==> config.mk <==
export PLATFORM = sky130hd
export DESIGN_NAME = demux8_collect_flat
export DESIGN_NICKNAME = d
export VERILOG_FILES = /design/src/rtl/demux8_pkg.sv /design/src/rtl/demux8_collect_if.sv /design/src/rtl/demux8_dec.sv /design/src/rtl/demux8_collect.sv /design/src/flat_wrapper.sv
export SDC_FILE = /design/constraint.sdc
export NUM_CORES = 1
export LEC_CHECK = 0
export ABC_AREA = 1
export ABC_CLOCK_PERIOD_IN_PS = 3900
export BUFFER_PORTS_ARGS = -buffer_cell sky130_fd_sc_hd__buf_2
export CELL_PAD_IN_SITES_DETAIL_PLACEMENT = 2
export CELL_PAD_IN_SITES_GLOBAL_PLACEMENT = 2
export CORE_UTILIZATION = 31
export DETAILED_ROUTE_END_ITERATION = 10
export PLACE_DENSITY = 0.85
export SLEW_MARGIN = 20
export SYNTH_ARGS = -nofsm -noshare
export SYNTH_HDL_FRONTEND = slang
export SYNTH_SLANG_ARGS = --single-unit
==> constraint.sdc <==
create_clock -name clk -period 3.9 [get_ports clk]
set_input_delay 0.195 -clock clk [delete_from_list [all_inputs] [get_ports clk]]
set_output_delay 0.195 -clock clk [all_outputs]
set_load 0.01 [all_outputs]
==> src/rtl/demux8_pkg.sv <==
// Shared types and constants for the 8-slot bit collector.
// Imported by the interface, the decoder and the top.
package demux8_pkg;

    localparam int DATA_W = 8;
    localparam int SEL_W  = 3;

    typedef enum logic {
        COLLECT = 1'b0,
        HOLD    = 1'b1
    } state_t;

    function automatic logic [3:0] popcnt(input logic [DATA_W-1:0] v);
        logic [3:0] c;
        c = '0;
        for (int i = 0; i < DATA_W; i++) begin
            c = c + {3'b000, v[i]};
        end
        return c;
    endfunction

endpackage

==> src/rtl/demux8_collect_if.sv <==
// Write/read handshake bundle of the bit collector.
// The producer/consumer side uses master; the block uses slave.
interface demux8_collect_if;
    import demux8_pkg::*;

    logic              in_valid;
    logic              in_ready;
    logic [SEL_W-1:0]  S;
    logic              D;
    logic              out_valid;
    logic              out_ready;
    logic [DATA_W-1:0] Y;
    logic [3:0]        fill_cnt;
    logic              dup_err;

    modport master (
        output in_valid, S, D, out_ready,
        input  in_ready, out_valid, Y, fill_cnt, dup_err
    );

    modport slave (
        input  in_valid, S, D, out_ready,
        output in_ready, out_valid, Y, fill_cnt, dup_err
    );

endinterface

==> src/rtl/demux8_dec.sv <==
// 3-to-8 one-hot decoder of the slot select, gated by the accept.
// Produces the per-bit write enables.
module demux8_dec
    import demux8_pkg::*;
(
    input  logic              i_en,
    input  logic [SEL_W-1:0]  i_sel,
    output logic [DATA_W-1:0] o_we
);

    always_comb begin
        o_we = '0;
        for (int i = 0; i < DATA_W; i++) begin
            o_we[i] = i_en && (i_sel == SEL_W'(i));
        end
    end

endmodule

==> src/rtl/demux8_collect.sv <==
// Collects eight individually addressed bits into a byte and
// holds it until the consumer takes it.
module demux8_collect
    import demux8_pkg::*;
#(
    parameter bit OVERWRITE = 1'b0
) (
    input logic             clk,
    input logic             rst,
    demux8_collect_if.slave bus
);

    state_t            r_state;
    logic [DATA_W-1:0] r_mask;
    logic [DATA_W-1:0] r_y;
    logic [3:0]        r_cnt;
    logic              r_dup;

    logic              w_acc;
    logic              w_dup;
    logic [DATA_W-1:0] w_we;
    logic [DATA_W-1:0] w_upd;
    logic [DATA_W-1:0] w_mask_nxt;

    assign w_acc = bus.in_valid && (r_state == COLLECT);

    demux8_dec u_dec (
        .i_en  (w_acc),
        .i_sel (bus.S),
        .o_we  (w_we)
    );

    // Filled slots only take new data when overwrite is enabled
    assign w_dup      = |(w_we & r_mask);
    assign w_upd      = OVERWRITE ? w_we : (w_we & ~r_mask);
    assign w_mask_nxt = r_mask | w_we;

    always_ff @(posedge clk or posedge rst) begin
        if (rst) begin
            r_state <= COLLECT;
            r_mask  <= '0;
            r_y     <= '0;
            r_cnt   <= '0;
            r_dup   <= 1'b0;
        end else begin
            case (r_state)
                COLLECT: begin
                    r_mask <= w_mask_nxt;
                    r_cnt  <= popcnt(w_mask_nxt);
                    r_y    <= (r_y & ~w_upd)
                            | (w_upd & {DATA_W{bus.D}});
                    r_dup  <= w_dup && !OVERWRITE;
                    if (&w_mask_nxt) begin
                        r_state <= HOLD;
                    end
                end
                HOLD: begin
                    r_dup <= 1'b0;
                    if (bus.out_ready) begin
                        r_state <= COLLECT;
                        r_mask  <= '0;
                        r_y     <= '0;
                        r_cnt   <= '0;
                    end
                end
                default: begin
                    r_state <= COLLECT;
                end
            endcase
        end
    end

    assign bus.in_ready  = (r_state == COLLECT);
    assign bus.out_valid = (r_state == HOLD);
    assign bus.Y         = r_y;
    assign bus.fill_cnt  = r_cnt;
    assign bus.dup_err   = r_dup;

endmodule

==> src/flat_wrapper.sv <==
// flat-port wrapper written by rule: the top's interface ports become plain ports
module demux8_collect_flat import demux8_pkg::*;
#(
    parameter bit OVERWRITE = 1'b0
)
  (clk, rst, bus_in_valid, bus_S, bus_D, bus_out_ready, bus_in_ready, bus_out_valid, bus_Y, bus_fill_cnt, bus_dup_err);
  demux8_collect_if bus_i ();
  input logic clk;
  input logic rst;
  input wire logic [$bits(bus_i.in_valid)-1:0] bus_in_valid;
  input wire logic [$bits(bus_i.S)-1:0] bus_S;
  input wire logic [$bits(bus_i.D)-1:0] bus_D;
  input wire logic [$bits(bus_i.out_ready)-1:0] bus_out_ready;
  output wire logic [$bits(bus_i.in_ready)-1:0] bus_in_ready;
  output wire logic [$bits(bus_i.out_valid)-1:0] bus_out_valid;
  output wire logic [$bits(bus_i.Y)-1:0] bus_Y;
  output wire logic [$bits(bus_i.fill_cnt)-1:0] bus_fill_cnt;
  output wire logic [$bits(bus_i.dup_err)-1:0] bus_dup_err;
  assign bus_i.in_valid = bus_in_valid;
  assign bus_i.S = bus_S;
  assign bus_i.D = bus_D;
  assign bus_i.out_ready = bus_out_ready;
  assign bus_in_ready = bus_i.in_ready;
  assign bus_out_valid = bus_i.out_valid;
  assign bus_Y = bus_i.Y;
  assign bus_fill_cnt = bus_i.fill_cnt;
  assign bus_dup_err = bus_i.dup_err;
  demux8_collect #(.OVERWRITE(OVERWRITE)) u_core (.clk(clk), .rst(rst), .bus(bus_i));
endmodule
==> results.md, run 1 <==
* Area contributors post-synth: dfrtp_1 (41%), nand2_1 (14%), inv_1 (8.7%)
* VDD IR max at between 0.0005 and 0.0006 V
* Final core occ at 0.379
* Worst-margin pin slew at approximately 0.9 ns
* Crit path time final at roughly 3.7 ns
* Final Hold Viols at 0
* Cells after Synth at roughly 180
* # hold bufs at CTS at 0
* Synthesized area per cell at ~7.6 sq um
* Nets at 216
* Grt ovf at 0
* Sw Pwr at between 600 and 700 uW
* Cell area after layout at ~1500 sq um
* Slew Limit Fails at 0
* Final HPWL DP at 3260 um
* Critical Path Max Stage Delay at between 0.5 and 0.6 ns
* Commonest cells after routing, fill and taps aside: nand2_1 (49), inv_1 (31), buf_2 (22), dfrtp_1 (22), nor2_1 (15)
* Unrepaired setup endpoints after global routing: no
* Drt wl/cell at about 17 um
* Critical Path Slowest Stage Cell: fa_1
* Worst Skew at between 0.003 and 0.004 ns
* Critical-path cell list: nor2_4 -> nand2_1 -> nor2_2 -> nor2_1 -> inv_1 -> ha_1 -> inv_1 -> fa_1 -> fa_1 -> fa_1 -> inv_1 -> fa_1 -> or2_2 -> a32o_1
* CTS root buffer: clkbuf_8
* Post-route clock period utilization at 0.937
* Synth unique cells at 24
* Drt first pass iters at 3
* Final GP Congestion at ~0.84
* Startpoint types: register
* CP Capture Type: register
* Post-Layout Cell Count at 249
* Post-synthesis sequential area ratio at 0.412
* Max transition margin at 0.399
* Inserted Clock Buffers at 3
* Synth warn at 0
* Final worst setup slack at 0.246 ns
* H-tree depth at 1
* CP delay by family, top: adder cells
* Pleak at roughly 0.82 nW
* PostCTS Resize Cnt at 0
* # Max-Cap Violations at 0
* Port bufs at 22
* Vias at 1268
* Setup violators final at 0
* CTS tree: done
* Most frequent CP cell: fa_1
* Rows at 23
* GRT Total Usage at 0.219
* Share of the synthesized area in the top cell type at 0.412
* Peak Freq at around 0.27 GHz
* Full die area at 4570 sq um
* Number of synthesized flops with an enable pin at 0
* Total negative setup slack at 0 ns
* FF+latch count, synth at 22
* Placed cells at roughly 250
* CP max FO at 6
* Area post-placement at ~1500 sq um
* First-pass GRT wire length at roughly 7100 um
* Share of synthesized registers carrying an async set or reset at 1.00
* Pre-CTS WS at ~0.31 ns
* Die height at around 68 um
* Starting Density at 0.329
* Diodes inserted at 0
* Area growth from synthesis to final layout at 15.3%
* Ratio of cells with drive above 1 in the final layout at 0.176
* Post-synth top area cell: dfrtp_1
* Main synth FF type: dfrtp_1
* Most common cell after layout, fill and taps aside: nand2_1
* Worst endpoint data arrival time at approximately 3.8 ns
* Die Wd at slightly below 70 um
* Largest net degree at the start of global routing at 23
* Worst min path class: in -> async
* Ports at 23
* Drt first-iter violations at 76
* Pint at 774 uW
* Drc violations at 0
* Initial antenna violation count at 0
* Combinational power share at 0.612
* Power Density at between 900 and 1000 nW/um^2
* Number of clock sinks at 22
* CTS clock-pin slew for the worst setup and hold paths at 0.08 ns
* Status: complete, no violations
* Crit Path Class: reg -> reg
* Vias in the first global route at 1437
* Worst path bufs/invs at 3
* Sequential fraction of design power at 0.286
* CTS max path bufs at 2
* Clock power share at 0.102
* Clock Latency Late Sink at around 0.26 ns
* Sw Share at 0.464
* Detailed-route vias per instance at between 5 and 6
* Req. time, crit path at around 4 ns
* Setup Fix Bufs, Post-CTS at 0
* Syn_nets at around 190
* Routed Antenna Nets at 0
* CORE AREA at ~4100 sq um
* Routed WL at around 4300 um
* Synthesized area at ~1300 sq um
## per-stage QoR
step / hold WS, ns / power, mW
2_1_floorplan: 0.184 / 1.01
3_3_place_gp: 0.424 / 1.21
3_5_place_dp: 0.438 / 1.29
4_1_cts: 0.147 / 1.47
5_1_grt: 0.204 / 1.60
6_report: 0.112 / 1.44
## final timing paths
path,slack [ns],endpoint,depth (start not counted),startpoint
max,0.25,u_core.bus.fill_cnt[2],14,u_core.bus.out_valid
min,0.11,u_core.r_mask[0],2,rst
max reg2reg,0.25,u_core.bus.fill_cnt[2],14,u_core.bus.out_valid
min reg2reg,0.51,u_core.bus.Y[2],2,u_core.bus.Y[2]
max in group asynchronous,3.23,u_core.bus.fill_cnt[3],2,rst
min in group clk,0.21,u_core.bus.Y[7],3,bus_D
## worst register-to-register path: cells and delay by family, from the launching register on
family / cells / cell delay (ns)
adders and majority gates: 5 / 1.79
AOI/OAI and AO/OA: 1 / 0.22
DFF: 1 / 0.42
and+or+nand+nor: 5 / 0.89
buffers and inverters: 3 / 0.23
## layout make-up
| cell class | instances | area (sq um) |
|---|---|---|
| Inverter | 33 | 124 |
| Sequential cell | 22 | 551 |
| Timing Repair Buffer | 23 | 118 |
| Multi-Input combinational cell | 118 | 643 |
| Clock buffer | 3 | 41.3 |
| Fill cell | 494 | 2520 |
| Tap cell | 50 | 62.6 |
## synthesized netlist by cell type (all sizes together), types with 3 or more instances
cell	count
nand3	14
nand2	49
ha	3
o21bai	4
buf	3
dfrtp	22
o21ai	9
o22ai	8
nor2	20
fa	4
inv	33
## metal layers
| metal | track usage | up-vias | share of wire |
|---|---|---|---|
| li1 | - | 601 | - |
| met1 | 0.246 | 635 | 0.42 |
| met2 | 0.416 | 23 | 0.54 |
| met3 | 0.0304 | 9 | 0.024 |
| met4 | 0.0718 | 0 | 0.019 |
| met5 | 0 | - | 0 |
## cell families after synthesis
logic type,count (synthesis),synth area share
compound gates,25,0.117
flops,22,0.412
simple gates,86,0.276
buf+inv,36,0.106
fa+ha+maj,7,0.0881
## registers in the layout, indices dropped and copies added, names as in the netlist
signal / flops
u_core.bus.fill_cnt: 4
u_core.r_mask: 8
u_core.bus.dup_err: 1
u_core.bus.Y: 8
u_core.bus.out_valid: 1
## power groups by stage
stage               combinational [mW]  clock, mW  sequential (mW)
detailed placement               0.873          0            0.418
global placement                 0.802          0            0.405
global route                      1.01      0.160            0.426
finish                           0.884      0.147            0.413
CTS                              0.904      0.152            0.414
floorplan                        0.572          0            0.435
(Power assumes the default switching activity.)
==> run 2, diff against run 1 <==
Settings changed: CORE_MARGIN set to 3.
==> run 2 against run 1 <==
Sequential power about the same. Utilization shrank 0.27 points. Fmax up 2.8%. Register-to-register slack gained 0.10 ns. Final area is the same. First-iteration DRC count is 54% lower. Setup slack better by 0.10 ns. Combinational power down 7.0%. Critical path depth unchanged. Power fell by 4.3%. Critical path type unchanged. Largest power group unchanged. Highest routed layer unchanged.
==> results.md, run 2 (same netlist as run 1, synthesis figures left out) <==
* Status: complete, no violations
* Worst endpoint data arrival time at 3.72 ns (-0.09 ns)
* Die height at 71.6 um (+5.9%)
* Largest net degree at the start of global routing at 23 (unchanged)
* Ports at 23 (unchanged)
* Nets at 216 (unchanged)
* GRT Total Usage at 0.172 (-0.0474)
* Total negative setup slack at 0 ns (unchanged)
* CP Capture Type: register
* Inserted Clock Buffers at 3 (unchanged)
* Most frequent CP cell: fa_1
* Drt first pass iters at 4 (+1)
* Worst min path class: in -> async
* Routed WL at 4040 um (-5.8%)
* VDD IR max at 0.000543 V (-4.9%)
* Max transition margin at 0.400 (+0.00165)
* CTS clock-pin slew for the worst setup and hold paths at 0.08 ns (about the same)
* PostCTS Resize Cnt at 0 (unchanged)
* Setup Fix Bufs, Post-CTS at 0 (unchanged)
* Req. time, crit path at 4.07 ns (about the same)
* Pleak at 0.825 nW (unchanged)
* Number of clock sinks at 22 (unchanged)
* Die Wd at 71.6 um (+5.9%)
* CTS tree: done
* CORE AREA at 4090 sq um (+0.71%)
* Rows at 23 (unchanged)
* CTS root buffer: clkbuf_8
* Fin Hold WS at 0.109 ns (-0.00308 ns)
* Unrepaired setup endpoints after global routing: no
* Critical Path Slowest Stage Cell: fa_1
* CP max FO at 6 (unchanged)
* Pre-CTS WS at 0.372 ns (+0.0672 ns)
* Worst R2R Setup Slack at 0.35 ns (+0.10 ns)
* Worst Skew at 0.00715 ns (+0.00330 ns)
* Crit path time final at 3.55 ns (-0.100 ns)
* Commonest cells after routing, fill and taps aside: nand2_1 (49), inv_1 (31), buf_2 (22), dfrtp_1 (22), nor2_1 (15)
* Post-route clock period utilization at 0.911 (-0.0257)
* CTS max path bufs at 2 (unchanged)
* Final worst setup slack at 0.346 ns (+0.100 ns)
* Most common cell after layout, fill and taps aside: nand2_1
* Startpoint types: register
* Starting Density at 0.327 (-0.00232)
* Final GP Congestion at 0.820 (-2.7%)
* First-pass GRT wire length at 6780 um (-5.0%)
* Vias at 1238 (-2.4%)
* # Max-Cap Violations at 0 (unchanged)
* Post-Layout Cell Count at 249 (unchanged)
* Area growth from synthesis to final layout at 15.3% (unchanged)
* Reg2Reg Launch Point: u_core.bus.out_valid
* Drt wl/cell at 16.2 um (-5.8%)
* Peak Freq at 0.281 GHz (+2.8%)
* Clock Latency Late Sink at 0.27 ns (about the same)
* Worst-margin pin slew at 0.898 ns (-0.00248 ns)
* Drc violations at 0 (unchanged)
* Diodes inserted at 0 (unchanged)
* CP delay by family, top: adder cells
* R2r worst-path depth at 14 (unchanged)
* Crit Path Class: reg -> reg
* Slew Limit Fails at 0 (unchanged)
* Setup violators final at 0 (unchanged)
* Routed Antenna Nets at 0 (unchanged)
* # hold bufs at CTS at 0 (unchanged)
* Initial antenna violation count at 0 (unchanged)
* Placed cells at 246 (unchanged)
* Power Density at 898 nW/um^2 (-4.3%)
* Critical Path Max Stage Delay at 0.58 ns (about the same)
* Full die area at 5130 sq um (+12%)
* Critical R2R Capture: u_core.bus.fill_cnt[2]
* Critical-path cell list: nor2_4 -> nand2_1 -> nor2_2 -> nor2_1 -> inv_1 -> ha_1 -> inv_1 -> fa_1 -> fa_1 -> fa_1 -> inv_1 -> fa_1 -> or2_2 -> a32o_1
* Port bufs at 22 (unchanged)
* Grt ovf at 0 (unchanged)
* Detailed-route vias per instance at 4.97 (-2.4%)
* Final Hold Viols at 0 (unchanged)
* Final HPWL DP at 3050 um (-6.3%)
* H-tree depth at 1 (unchanged)
* Drt first-iter violations at 35 (-54%)
* Vias in the first global route at 1402 (-2.4%)
* Ratio of cells with drive above 1 in the final layout at 0.176 (unchanged)
* Worst path bufs/invs at 3 (unchanged)
## run 2: cell counts in the layout (fill, tap and decap cells not counted)
Identical to the previous run, type by type.
## run 2: stage by stage
step	util	cell area, sq um	power (mW)
2_1_floorplan	-	1340	1.01
3_3_place_gp	0.367	1500	1.20
3_5_place_dp	0.367	1500	1.26
4_1_cts	0.377	1540	1.42
5_1_grt	0.377	1540	1.56
6_report	0.377	1540	1.38
## run 2: area by class of cell
type,instances,area (sq um)
fill,504,2550
multi-input combinational,118,643
sequential,22,551
inverter,33,124
timing repair buffer,23,118
tap,50,62.6
clock buffer,3,41.3
## run 2: report_power, final
part | switching [mW] | leakage [nW] | internal [mW]
sequential | 0.0704 | 0.265 | 0.343
clock | 0.0770 | 0.0216 | 0.0692
combinational | 0.473 | 0.539 | 0.348
## run 2: how the worst max path moves through the flow
stage	slack (ns)	to	from	cells past startpoint
floorplan	0.50	u_core.bus.fill_cnt[2]	u_core.bus.out_valid	14
global placement	0.48	u_core.bus.fill_cnt[2]	u_core.bus.out_valid	14
detailed placement	0.37	u_core.bus.fill_cnt[2]	u_core.bus.out_valid	14
CTS	0.30	u_core.bus.fill_cnt[2]	u_core.bus.out_valid	14
global route	0.11	u_core.bus.fill_cnt[2]	u_core.bus.out_valid	14
finish	0.35	u_core.bus.fill_cnt[2]	u_core.bus.out_valid	14
## run 2: metal layers
metal  global-route usage  share of wire  up-vias
li1                     -              -      600
met1                0.203           0.45      607
met2                0.306           0.49       22
met3               0.0295          0.036        9
met4               0.0710          0.024        0
met5                    0              0        -
==> run 3, diff against run 2 <==
Settings changed: ABC_AREA 1 to unset, CORE_UTILIZATION 31 to 34.
==> run 3 against run 2 <==
Power increased by 5.3%. Largest cell class unchanged. Critical path depth decreased by 4. Combinational power decreased by 2%. Clock-buffer cell count unchanged. Fmax decreased by 3.6%. Sequential power increased by 4%. First-iteration DRC count decreased by 20%. Sequential share of layout area increased by 1.0 points. Clock power increased by 49%. Synthesized cell count decreased by 30%. Non-clock buffer count increased by 1.
==> results.md, run 3 <==
* Status: complete, no violations
* Drt wl/cell at 19.9 um (+22%)
* Power Density at 973 nW/um^2 (+8.4%)
* Routed Antenna Nets at 0 (unchanged)
* Crit path time final at 3.69 ns (+0.131 ns)
* Area post-placement at 1410 sq um (-5.9%)
* Ratio of cells with drive above 1 in the final layout at 0.243 (+0.0672)
* Sequential fraction of design power at 0.296 (-0.003)
* Detailed-route vias per instance at 5.56 (+12%)
* Post-synthesis sequential area ratio at 0.438 (+0.0259)
* CORE AREA at 3440 sq um (-16%)
* Unrepaired setup endpoints after global routing: no
* Rows at 21 (-8.7%)
* CP max FO at 5 (-1)
* Synth unique cells at 33 (+38%)
* Final HPWL DP at 2790 um (-8.6%)
* H-tree depth at 1 (unchanged)
* Syn_nets at 138 (-28%)
* Drc violations at 0 (unchanged)
* Post-route clock period utilization at 0.945 (+0.0337)
* Inserted Clock Buffers at 3 (unchanged)
* Combinational power share at 0.554 (-0.041)
* Max transition margin at 0.420 (+0.0196)
* Final Hold Viols at 0 (unchanged)
* Die Wd at 66.8 um (-6.8%)
* Largest net degree at the start of global routing at 23 (unchanged)
* VDD IR max at 0.000513 V (-5.5%)
* Vias at 1057 (-15%)
* Worst endpoint data arrival time at 3.85 ns (+0.13 ns)
* Synthesized area at 1260 sq um (-5.9%)
* Ports at 23 (unchanged)
* Final core occ at 0.434 (+0.0578)
* Routed WL at 3770 um (-6.6%)
* CTS max path bufs at 2 (unchanged)
* Full die area at 4460 sq um (-13%)
* Grt ovf at 0 (unchanged)
* Clock power share at 0.150 (+0.044)
* Cells after Synth at 123 (-30%)
* GRT Total Usage at 0.197 (+0.0248)
* Pint at 859 uW (+13%)
* FF+latch count, synth at 22 (unchanged)
* Diodes inserted at 0 (unchanged)
* Nets at 160 (-26%)
* Drt first pass iters at 4 (unchanged)
* Startpoint types: register
* Vias in the first global route at 1211 (-14%)
* Die height at 66.8 um (-6.8%)
* Clock Latency Late Sink at 0.27 ns (about the same)
* Post-synth top area cell: dfrtp_1
* Sw Share at 0.410 (-0.0395)
* Share of synthesized registers carrying an async set or reset at 1.00 (unchanged)
* First-pass GRT wire length at 6370 um (-6.0%)
* Fin Hold WS at 0.0846 ns (-0.0247 ns)
* Number of synthesized flops with an enable pin at 0 (unchanged)
* # Max-Cap Violations at 0 (unchanged)
* Total negative setup slack at 0 ns (unchanged)
* Main synth FF type: dfrtp_1
* Drt first-iter violations at 28 (-20%)
* Port bufs at 22 (unchanged)
* Synth warn at 0 (unchanged)
* Peak Freq at 0.271 GHz (-3.6%)
* Top post-synthesis cells by count: dfrtp_1 (22), nor2_1 (13), inv_1 (8), nand2_1 (8), o21ai_0 (8)
* Cell area after layout at 1500 sq um (-2.8%)
* Area growth from synthesis to final layout at 19.0%
* Starting Density at 0.365 (+0.0383)
* Final GP Congestion at 0.800 (-2.4%)
* Worst Skew at 0.0124 ns (+0.00524 ns)
* Area contributors post-synth: dfrtp_1 (44%), fa_1 (6.4%), mux2i_1 (4.8%)
* Worst-margin pin slew at 0.869 ns (-0.0294 ns)
* Most common cell in the netlist: dfrtp_1
* Commonest cells after routing, fill and taps aside: buf_2 (22), dfrtp_1 (22), nor2_1 (13)
* Crit Path Class: reg -> reg
* Pleak at 0.659 nW (-20%)
* Number of clock sinks at 22 (unchanged)
* Sw Pwr at 597 uW (-3.9%)
* CTS clock-pin slew for the worst setup and hold paths at 0.09 ns (about the same)
* CTS tree: done
* Synthesized area per cell at 10.2 sq um (+35%)
* CP Capture Type: register
* Setup violators final at 0 (unchanged)
* Worst min path class: in -> async
* CTS root buffer: clkbuf_8
* Share of the synthesized area in the top cell type at 0.438 (+0.0259)
* Slew Limit Fails at 0 (unchanged)
* Initial antenna violation count at 0 (unchanged)
* Pwr Total at 1.46 mW (+5.3%)
* Req. time, crit path at 4.07 ns (about the same)
## run 3: cell types whose count changed after synthesis, moves of 3 or more
cell      before  now
nand2_1       49    8
clkbuf_1       0    6
nor3_1         1    7
nand3_1       13    0
nand2b_1       0    3
mux2i_1        0    6
a32o_1         1    4
inv_1         31    8
nor2b_1        0    3
o22ai_1        8    1
nor2_2         4    0
## run 3: area by class of cell
type                       count  area, sq um
fill                         388         1950
sequential                    22          551
inverter                       9         33.8
multi-input combinational     85          657
clock inverter                 1         30.0
tap                           46         57.6
timing repair buffer          24          125
clock buffer                   3         41.3
## run 3: logic make-up (layout without fill, tap and decap cells)
| kind of cell | count (synthesis) | in the layout | share of synthesized area |
|---|---|---|---|
| simple gates | 40 | 40 | 0.174 |
| compound gates | 29 | 29 | 0.170 |
| flops | 22 | 22 | 0.438 |
| buf+inv | 16 | 37 | 0.0508 |
| mux | 8 | 8 | 0.0657 |
| fa+ha+maj | 7 | 7 | 0.0936 |
| xor+xnor | 1 | 1 | 0.00697 |
## run 3: power by group through the flow
| stage | Sequential [mW] | Clock (mW) | Combinational (mW) |
|---|---|---|---|
| after floorplan | 0.442 | 0 | 0.521 |
| after detailed placement | 0.433 | 0 | 0.797 |
| after global routing | 0.447 | 0.234 | 0.950 |
| after global placement | 0.423 | 0 | 0.747 |
| after CTS | 0.431 | 0.226 | 0.831 |
| final | 0.430 | 0.218 | 0.807 |
## run 3: what timing repair did
item / 4_1_cts / 5_1_grt
hold buffers: 0 / 0
setup buffers: 0 / 0
gates resized for setup: 0 / 2
endpoints found under the setup margin: 0 / 1
## run 3: layer usage
layer  wire length (um)  global-route usage  up-vias  part of all wire
met2               2000               0.356       27              0.53
li1                   -                   -      473                 -
met4                 89              0.0736        0             0.024
met3                136              0.0287        8             0.036
met5                  0                   0        -                 0
met1               1550               0.232      549              0.41
## run 3: final timing paths
path | from | to | slack, ns | cells past startpoint
min in group clk | bus_out_ready | u_core.bus.Y[4] | 0.15 | 2
worst max register to register | u_core.bus.out_valid | u_core.bus.fill_cnt[1] | 0.21 | 10
worst min-delay path | rst | u_core.bus.Y[1] | 0.08 | 2
worst min register to register | u_core.bus.fill_cnt[2] | u_core.bus.fill_cnt[2] | 0.50 | 2
max in group asynchronous | rst | u_core.bus.dup_err | 3.26 | 2
worst max-delay path | u_core.bus.out_valid | u_core.bus.fill_cnt[1] | 0.21 | 10
## run 3: critical path, cell delays in order, from the launching register on
cell and delay [ns]:
dfrtp_1 0.43, or4b_4 0.54, o21bai_4 0.16, ha_1 0.25
inv_1 0.08, fa_1 0.43, fa_1 0.53, fa_1 0.43
inv_1 0.10, fa_1 0.41, a22o_1 0.22
## run 3: through the flow
stage / setup slack (ns) / instances
after global routing: 0.0281 / 190
after detailed placement: 0.136 / 186
after CTS: 0.103 / 190
after global placement: 0.232 / 186
final: 0.215 / 190
after floorplan: 0.263 / 123
